`src/rtl/puzzle_move_ctrl_if.sv`:
```
// rtl/puzzle_move_ctrl_if.sv - shared board write-port bundle between move controller and register file
interface puzzle_move_ctrl_if #(
  parameter int BOARD_W = 40
);
  logic               brd_req;
  logic               brd_gnt;
  logic               brd_we;
  logic [BOARD_W-1:0] brd_wdata;
  logic [BOARD_W-1:0] brd_rdata;

  modport master (
    output brd_req, brd_we, brd_wdata,
    input  brd_gnt, brd_rdata
  );

  modport slave (
    input  brd_req, brd_we, brd_wdata,
    output brd_gnt, brd_rdata
  );
endinterface

```
`src/rtl/puzzle_move_ctrl.sv`:
```
// rtl/puzzle_move_ctrl.sv - 8-puzzle move sequencer (snapshot, locate, check, write, update)
// Optional undo history enabled by defining MOVE_UNDO_EN.
module puzzle_move_ctrl #(
  parameter int BOARD_W    = 40,
  parameter int CNT_MAX    = 9999,
  parameter int HIST_DEPTH = 8
) (
  input  logic               clk,
  input  logic               rst,
  input  logic [4:0]         btn,
  input  logic               undo,
  input  logic               cpu_busy,
  puzzle_move_ctrl_if.master brd,
  output logic               cpu_start,
  output logic [13:0]        move_cnt,
  output logic               solved,
  output logic               illegal,
  output logic               err,
  output logic               busy
);
  localparam logic [BOARD_W-1:0] GOAL    = BOARD_W'(40'h0087654321);
  localparam logic [13:0]        CNT_TOP = 14'(CNT_MAX);

  typedef enum logic [2:0] {S_IDLE, S_LOCATE, S_CHECK, S_WRITE, S_UPDATE} state_t;

  state_t             state;
  logic [4:0]         btn_q, btn_qq, press;
  logic [1:0]         dir, arrow_dir;
  logic [3:0]         pos, tgt, nib;
  logic [BOARD_W-1:0] snap, wdata, swapped;
  logic               req, legal, arrow_any;

`ifdef MOVE_UNDO_EN
  localparam int HCW = $clog2(HIST_DEPTH + 1);
  logic [1:0]     hist [HIST_DEPTH];
  logic [HCW-1:0] hist_cnt;
  logic           undo_q, undo_qq, undo_press, is_undo;
  assign undo_press = undo_q & ~undo_qq;
`else
  logic unused_undo;
  assign unused_undo = undo ^ (HIST_DEPTH == 0);
`endif

  assign press     = btn_q & ~btn_qq;
  assign arrow_any = |press[3:0];
  assign arrow_dir = press[0] ? 2'd0 : press[1] ? 2'd1 : press[2] ? 2'd2 : 2'd3;
  assign nib       = snap[{pos, 2'b00} +: 4];

  assign busy          = (state != S_IDLE);
  assign brd.brd_req   = req;
  assign brd.brd_we    = req & brd.brd_gnt;
  assign brd.brd_wdata = wdata;

  // dir: 0 up, 1 down, 2 left, 3 right; the inverse direction is dir ^ 1
  always_comb begin
    legal   = 1'b0;
    tgt     = pos;
    swapped = snap;
    case (dir)
      2'd0:    begin legal = (pos < 4'd6);  tgt = pos + 4'd3; end
      2'd1:    begin legal = (pos >= 4'd3); tgt = pos - 4'd3; end
      2'd2:    begin legal = (pos != 4'd2) && (pos != 4'd5) && (pos != 4'd8); tgt = pos + 4'd1; end
      default: begin legal = (pos != 4'd0) && (pos != 4'd3) && (pos != 4'd6); tgt = pos - 4'd1; end
    endcase
    if (legal) begin
      swapped[{pos, 2'b00} +: 4] = snap[{tgt, 2'b00} +: 4];
      swapped[{tgt, 2'b00} +: 4] = 4'h0;
    end
  end

  always_ff @(posedge clk or posedge rst) begin
    if (rst) begin
      state     <= S_IDLE;
      btn_q     <= '0;
      btn_qq    <= '0;
      dir       <= '0;
      pos       <= '0;
      snap      <= '0;
      wdata     <= '0;
      req       <= 1'b0;
      cpu_start <= 1'b0;
      move_cnt  <= '0;
      solved    <= 1'b0;
      illegal   <= 1'b0;
      err       <= 1'b0;
`ifdef MOVE_UNDO_EN
      for (int i = 0; i < HIST_DEPTH; i++) hist[i] <= 2'd0;
      hist_cnt <= '0;
      undo_q   <= 1'b0;
      undo_qq  <= 1'b0;
      is_undo  <= 1'b0;
`endif
    end else begin
      btn_q     <= btn;
      btn_qq    <= btn_q;
      cpu_start <= 1'b0;
      illegal   <= 1'b0;
`ifdef MOVE_UNDO_EN
      undo_q    <= undo;
      undo_qq   <= undo_q;
`endif
      case (state)
        S_IDLE: begin
          solved <= (brd.brd_rdata == GOAL);
          if (press[4]) begin
            move_cnt  <= '0;
            err       <= 1'b0;
            cpu_start <= ~cpu_busy;
`ifdef MOVE_UNDO_EN
            hist_cnt  <= '0;
`endif
          end
`ifdef MOVE_UNDO_EN
          else if (undo_press && !cpu_busy) begin
            if (hist_cnt == '0) begin
              illegal <= 1'b1;
            end else begin
              dir      <= hist[0] ^ 2'b01;
              is_undo  <= 1'b1;
              snap     <= brd.brd_rdata;
              pos      <= '0;
              state    <= S_LOCATE;
              hist_cnt <= hist_cnt - HCW'(1);
              for (int i = 0; i < HIST_DEPTH - 1; i++) hist[i] <= hist[i+1];
              hist[HIST_DEPTH-1] <= 2'd0;
            end
          end
`endif
          else if (arrow_any && !cpu_busy) begin
            dir   <= arrow_dir;
            snap  <= brd.brd_rdata;
            pos   <= '0;
            state <= S_LOCATE;
`ifdef MOVE_UNDO_EN
            is_undo <= 1'b0;
`endif
          end
        end
        S_LOCATE: begin
          if (nib == 4'h0) begin
            state <= S_CHECK;
          end else if (pos == 4'd8) begin
            err   <= 1'b1;
            state <= S_IDLE;
          end else begin
            pos <= pos + 4'd1;
          end
        end
        S_CHECK: begin
          if (legal) begin
            wdata <= swapped;
            req   <= 1'b1;
            state <= S_WRITE;
          end else begin
            illegal <= 1'b1;
            state   <= S_IDLE;
          end
        end
        S_WRITE: begin
          // brd_we is req & gnt, so dropping req here limits the strobe to one cycle
          if (brd.brd_gnt) begin
            req   <= 1'b0;
            state <= S_UPDATE;
          end
        end
        S_UPDATE: begin
          solved <= (wdata == GOAL);
          state  <= S_IDLE;
`ifdef MOVE_UNDO_EN
          if (is_undo) begin
            if (move_cnt != '0) move_cnt <= move_cnt - 14'd1;
          end else begin
            if (move_cnt < CNT_TOP) move_cnt <= move_cnt + 14'd1;
            for (int i = HIST_DEPTH - 1; i > 0; i--) hist[i] <= hist[i-1];
            hist[0] <= dir;
            if (hist_cnt != HCW'(HIST_DEPTH)) hist_cnt <= hist_cnt + HCW'(1);
          end
`else
          if (move_cnt < CNT_TOP) move_cnt <= move_cnt + 14'd1;
`endif
        end
        default: state <= S_IDLE;
      endcase
    end
  end
endmodule

```
`src/flat_wrapper.sv`:
```
// flat-port wrapper written by rule: the top's interface ports become plain ports
module puzzle_move_ctrl_flat 
#(
  parameter int BOARD_W    = 40,
  parameter int CNT_MAX    = 9999,
  parameter int HIST_DEPTH = 8
)
  (clk, rst, btn, undo, cpu_busy, cpu_start, move_cnt, solved, illegal, err, busy, brd_brd_req, brd_brd_we, brd_brd_wdata, brd_brd_gnt, brd_brd_rdata);
  puzzle_move_ctrl_if #(.BOARD_W(BOARD_W)) brd_i ();
  input  logic clk;
  input  logic rst;
  input  logic [4:0] btn;
  input  logic undo;
  input  logic cpu_busy;
  output logic cpu_start;
  output logic [13:0] move_cnt;
  output logic solved;
  output logic illegal;
  output logic err;
  output logic busy;
  output wire logic [$bits(brd_i.brd_req)-1:0] brd_brd_req;
  output wire logic [$bits(brd_i.brd_we)-1:0] brd_brd_we;
  output wire logic [$bits(brd_i.brd_wdata)-1:0] brd_brd_wdata;
  input wire logic [$bits(brd_i.brd_gnt)-1:0] brd_brd_gnt;
  input wire logic [$bits(brd_i.brd_rdata)-1:0] brd_brd_rdata;
  assign brd_brd_req = brd_i.brd_req;
  assign brd_brd_we = brd_i.brd_we;
  assign brd_brd_wdata = brd_i.brd_wdata;
  assign brd_i.brd_gnt = brd_brd_gnt;
  assign brd_i.brd_rdata = brd_brd_rdata;
  puzzle_move_ctrl #(.BOARD_W(BOARD_W), .CNT_MAX(CNT_MAX), .HIST_DEPTH(HIST_DEPTH)) u_core (.clk(clk), .rst(rst), .btn(btn), .undo(undo), .cpu_busy(cpu_busy), .brd(brd_i), .cpu_start(cpu_start), .move_cnt(move_cnt), .solved(solved), .illegal(illegal), .err(err), .busy(busy));
endmodule
```
`config.mk`:
```
export PLATFORM = sky130hd
export DESIGN_NAME = puzzle_move_ctrl_flat
export DESIGN_NICKNAME = d
export VERILOG_FILES = /design/src/rtl/puzzle_move_ctrl_if.sv /design/src/rtl/puzzle_move_ctrl.sv /design/src/flat_wrapper.sv
export SDC_FILE = /design/constraint.sdc
export NUM_CORES = 1
export LEC_CHECK = 0
export BUFFER_PORTS_ARGS = -buffer_cell sky130_fd_sc_hd__buf_2
export CAP_MARGIN = 5
export CORE_MARGIN = 1.5
export CORE_UTILIZATION = 45
export CTS_BUF_LIST = sky130_fd_sc_hd__clkbuf_8 sky130_fd_sc_hd__clkbuf_16
export DETAILED_ROUTE_END_ITERATION = 8
export GPL_TIMING_DRIVEN = 1
export PLACE_DENSITY = 0.69
export SYNTH_ARGS = -nofsm -noshare
export SYNTH_HDL_FRONTEND = slang
export SYNTH_SLANG_ARGS = --single-unit
```
`constraint.sdc`:
```
create_clock -name clk -period 3.3 [get_ports clk]
set_input_delay 0.165 -clock clk [delete_from_list [all_inputs] [get_ports clk]]
set_output_delay 0.165 -clock clk [all_outputs]
set_load 0.05 [all_outputs]
```
==> impl_metrics.toml <==
[status]
status = "finished, final reports clean"

[sta]
rsz0062_at_grt = "false"
finalCritPeriodShare_pct = 97.1
maxSlewHeadroom_pct = 38.2
setup_tns_ns = 0
fin_crit_ns = 3.20
maxSlewViolCount = 0
hold_viol_final = 0
timing.hold.ws_ns = 0.0223
finalSetupViolations = 0
max_clock_freq_mhz = 312
worst_pin_slew_ns = 0.923
finalClockSkew_ns = 0.0171

[critical_path]
worstSetupEndpointType = "register"
start_kind = "register"
cpPeakStageDelay_ns = 0.70
critical_path_class = "reg -> reg"
critPathSlowestCell = "or4_1"
critPathTopFamily = "simple AND/OR/NAND/NOR gates"
path_max_fanout = 15
arrival_ns = 3.54
crit_chain = "inv_1, ha_1, inv_1, ha_1, o21a_1, or4_4, o311a_4, or4_1, o221a_1, o21ai_1"
required_ns = 3.64
cp_num_buf_inv = 2

[yosys]
synth_top_cell_area_share_pct = 45.4
synthArstFlopShare_pct = 100
synth.net_count = 685
synth_edf_count = 0
synth-seq-cells = 118
synth_cells = 623
synth_common_cells = "dfrtp_1 (118), nand2_1 (65), nor2_1 (45)"
yosys_warnings = 0
ys_seq_area_share_pct = 45.4
synth_area_leader_cell = "dfrtp_1"
syn_area_um2 = 6500
syn_area_per_cell_um2 = 10.4
synth-main-ff-cell = "dfrtp_1"
synthDistinctLibCells = 68
synth_area_leaders = "dfrtp_1 (45%), mux2_2 (7.6%), nand2_1 (3.8%), mux4_2 (3.5%), nor2_1 (2.6%)"
yosysMostFrequentCell = "dfrtp_1"

[detailed_routing]
ant_nets = 0
dr.pass1.iters = 5
drtIter0Drc = 726
routed_via_density = 6.03
drc = 0
vias = 5948
avgRoutedWirePerCell_um = 19.8
wirelength_mm = 19.6

[cells_and_area]
fillers = 1178
antenna_cells = 0
final_cells = 987
drive_above_1_share_pct = 30.4
nets = 856
syn2layout_area_growth_pct = 29.6

[clock_network]
cts.sinks = 118
cts_buffers = 17
path_clk_slew_ns = 0.06
cts_htree_levels = 4
insertion_delay_ns = 0.43
cts_tree = "built"
cts_root_buf = "clkbuf_16"
clk_path_buf_depth = 2

[floorplanning]
coreArea_um2 = 14000
start_util_pct = 46.5
io-pin-count = 111
rows = 43
dieArea_um2 = 15200
die_h_um = 123
die_w_um = 123

[power_and_ir_drop]
leakage_nw = 3.81
ir_drop_uv = 617
total_power_mw = 10.3
power_density_nw_per_um2 = 1230

[placement]
port_buffers = 109
dp.cells = 908
dpl.hpwl_mm = 14.1
place.gp.congestion = 0.965

[worst_hold_path]
hp-class = "in -> reg"

[global_route]
grt_util_all_layers_pct = 27.4
grt_max_degree = 71
top_usage_layer = "met2"
use_met3_pct = 6.64
grt_pass1_vias = 5725
antenna_found_initial = 0
grt_use_met2_pct = 43.4
grt.overflow.total = 0
grt_pass1_wl_mm = 31.2
met1_usage_pct = 36.4

[job]
maxCapViolCount = 0
-- power by group --
part | switching [mW] | internal [mW]
sequential | 0.679 | 1.98
clock | 0.703 | 1.11
combinational | 3.63 | 2.24
-- cell type report --
cell class	instances	area (µm²)	area share, %
Clock buffer	17	425	5.05
Clock inverter	15	156	1.86
Inverter	17	66.3	0.787
Multi-Input combinational cell	455	3350	39.8
Sequential cell	118	2950	35.0
Tap cell	180	225	2.67
Timing Repair Buffer	185	1250	14.8
-- flip-flops by register name, summed over array words and instances (netlist names) --
register / cells
u_core.btn_q: 5
u_core.btn_qq: 5
u_core.cpu_start: 1
u_core.illegal: 1
u_core.snap: 40
u_core.pos: 4
u_core.move_cnt: 14
u_core.state: 3
u_core.dir: 2
u_core.solved: 1
u_core.brd.brd_wdata: 40
u_core.brd.brd_req: 1
u_core.err: 1
-- layout by cell type, fill, tap and decap left out, types with 5 or more instances in the layout --
cell,instances
a31oi_1,8
mux2_2,44
nor2b_1,7
nand4_1,8
nor2_1,44
nor4b_1,9
buf_2,109
nor3b_1,5
nor3_1,8
o21ai_0,27
nand3_1,15
mux4_2,10
inv_1,15
nand2_1,65
o221ai_1,15
a22oi_1,8
o21ai_1,10
a22o_1,17
dlygate4sd3_1,47
buf_4,28
dfrtp_1,118
ha_1,12
a21oi_1,11
xnor2_1,11
clkinvlp_4,7
or4_1,5
or2_2,5
o21a_1,5
clkbuf_16,17
nor4_1,16
mux2i_1,9
a211oi_1,5
and3_1,8
-- worst reg2reg max path, cell delays in order (launching register included) --
cell and delay, ns:
dfrtp_1 0.40, inv_1 0.10, ha_1 0.22, inv_1 0.06
ha_1 0.30, o21a_1 0.14, or4_4 0.51, o311a_4 0.20
or4_1 0.70, o221a_1 0.34, o21ai_1 0.14
-- metrics by stage --
| stage | util (%) | worst slack (ns) | instance area (µm²) |
|---|---|---|---|
| detailed placement | 52.7 | 0.144 | 7370 |
| global placement | 52.7 | 0.195 | 7370 |
| CTS | 60.2 | 0.132 | 8420 |
| floorplan | - | 0.00588 | 6500 |
| global route | 60.2 | 0.00132 | 8430 |
| finish | 60.2 | 0.0973 | 8430 |
-- timing repair --
action,4_1_cts,5_1_grt
buffers inserted,0,0
resized for setup,0,1
endpoints found under the hold margin,115,0
hold buffers,47,0
setup endpoints to repair,0,7
-- cells by family after synthesis --
| logic type | count (synthesis) | share of synthesized area, % |
|---|---|---|
| AND/OR/NAND/NOR | 219 | 17.5 |
| AO/OA/AOI/OAI | 144 | 16.5 |
| flip-flops | 118 | 45.4 |
| multiplexers | 66 | 13.1 |
| buffers and inverters | 50 | 3.23 |
| XOR/XNOR | 14 | 1.89 |
| adder cells (fa/ha/maj) | 12 | 2.31 |
-- path summary, 6_finish.rpt --
| path | from | end | slack [ns] | cells past startpoint |
|---|---|---|---|---|
| setup / recovery | u_core.dir[0]$_DFFE_PP0P_ | u_core.brd.brd_wdata[34]$_DFFE_PP0P_ | 0.1 | 10 |
| hold / removal | brd_brd_rdata[39] | u_core.snap[39]$_DFFE_PP0P_ | 0.02 | 2 |
| setup reg to reg | u_core.dir[0]$_DFFE_PP0P_ | u_core.brd.brd_wdata[34]$_DFFE_PP0P_ | 0.1 | 10 |
| hold reg to reg | u_core.btn_q[3]$_DFF_PP0_ | u_core.btn_qq[3]$_DFF_PP0_ | 0.37 | 0 |
| max in group asynchronous | rst | u_core.brd.brd_wdata[39]$_DFFE_PP0P_ | 2.03 | 4 |
| min in group asynchronous | rst | u_core.move_cnt[2]$_DFFE_PP0P_ | 0.47 | 3 |
-- routing by layer --
| metal | vias up | routed length, µm |
|---|---|---|
| met5 | - | 0 |
| met4 | 0 | 444 |
| met3 | 34 | 1620 |
| met2 | 296 | 9260 |
| met1 | 2902 | 8260 |
| li1 | 2716 | - |
Note: power is estimated with default switching activity, not from simulation.
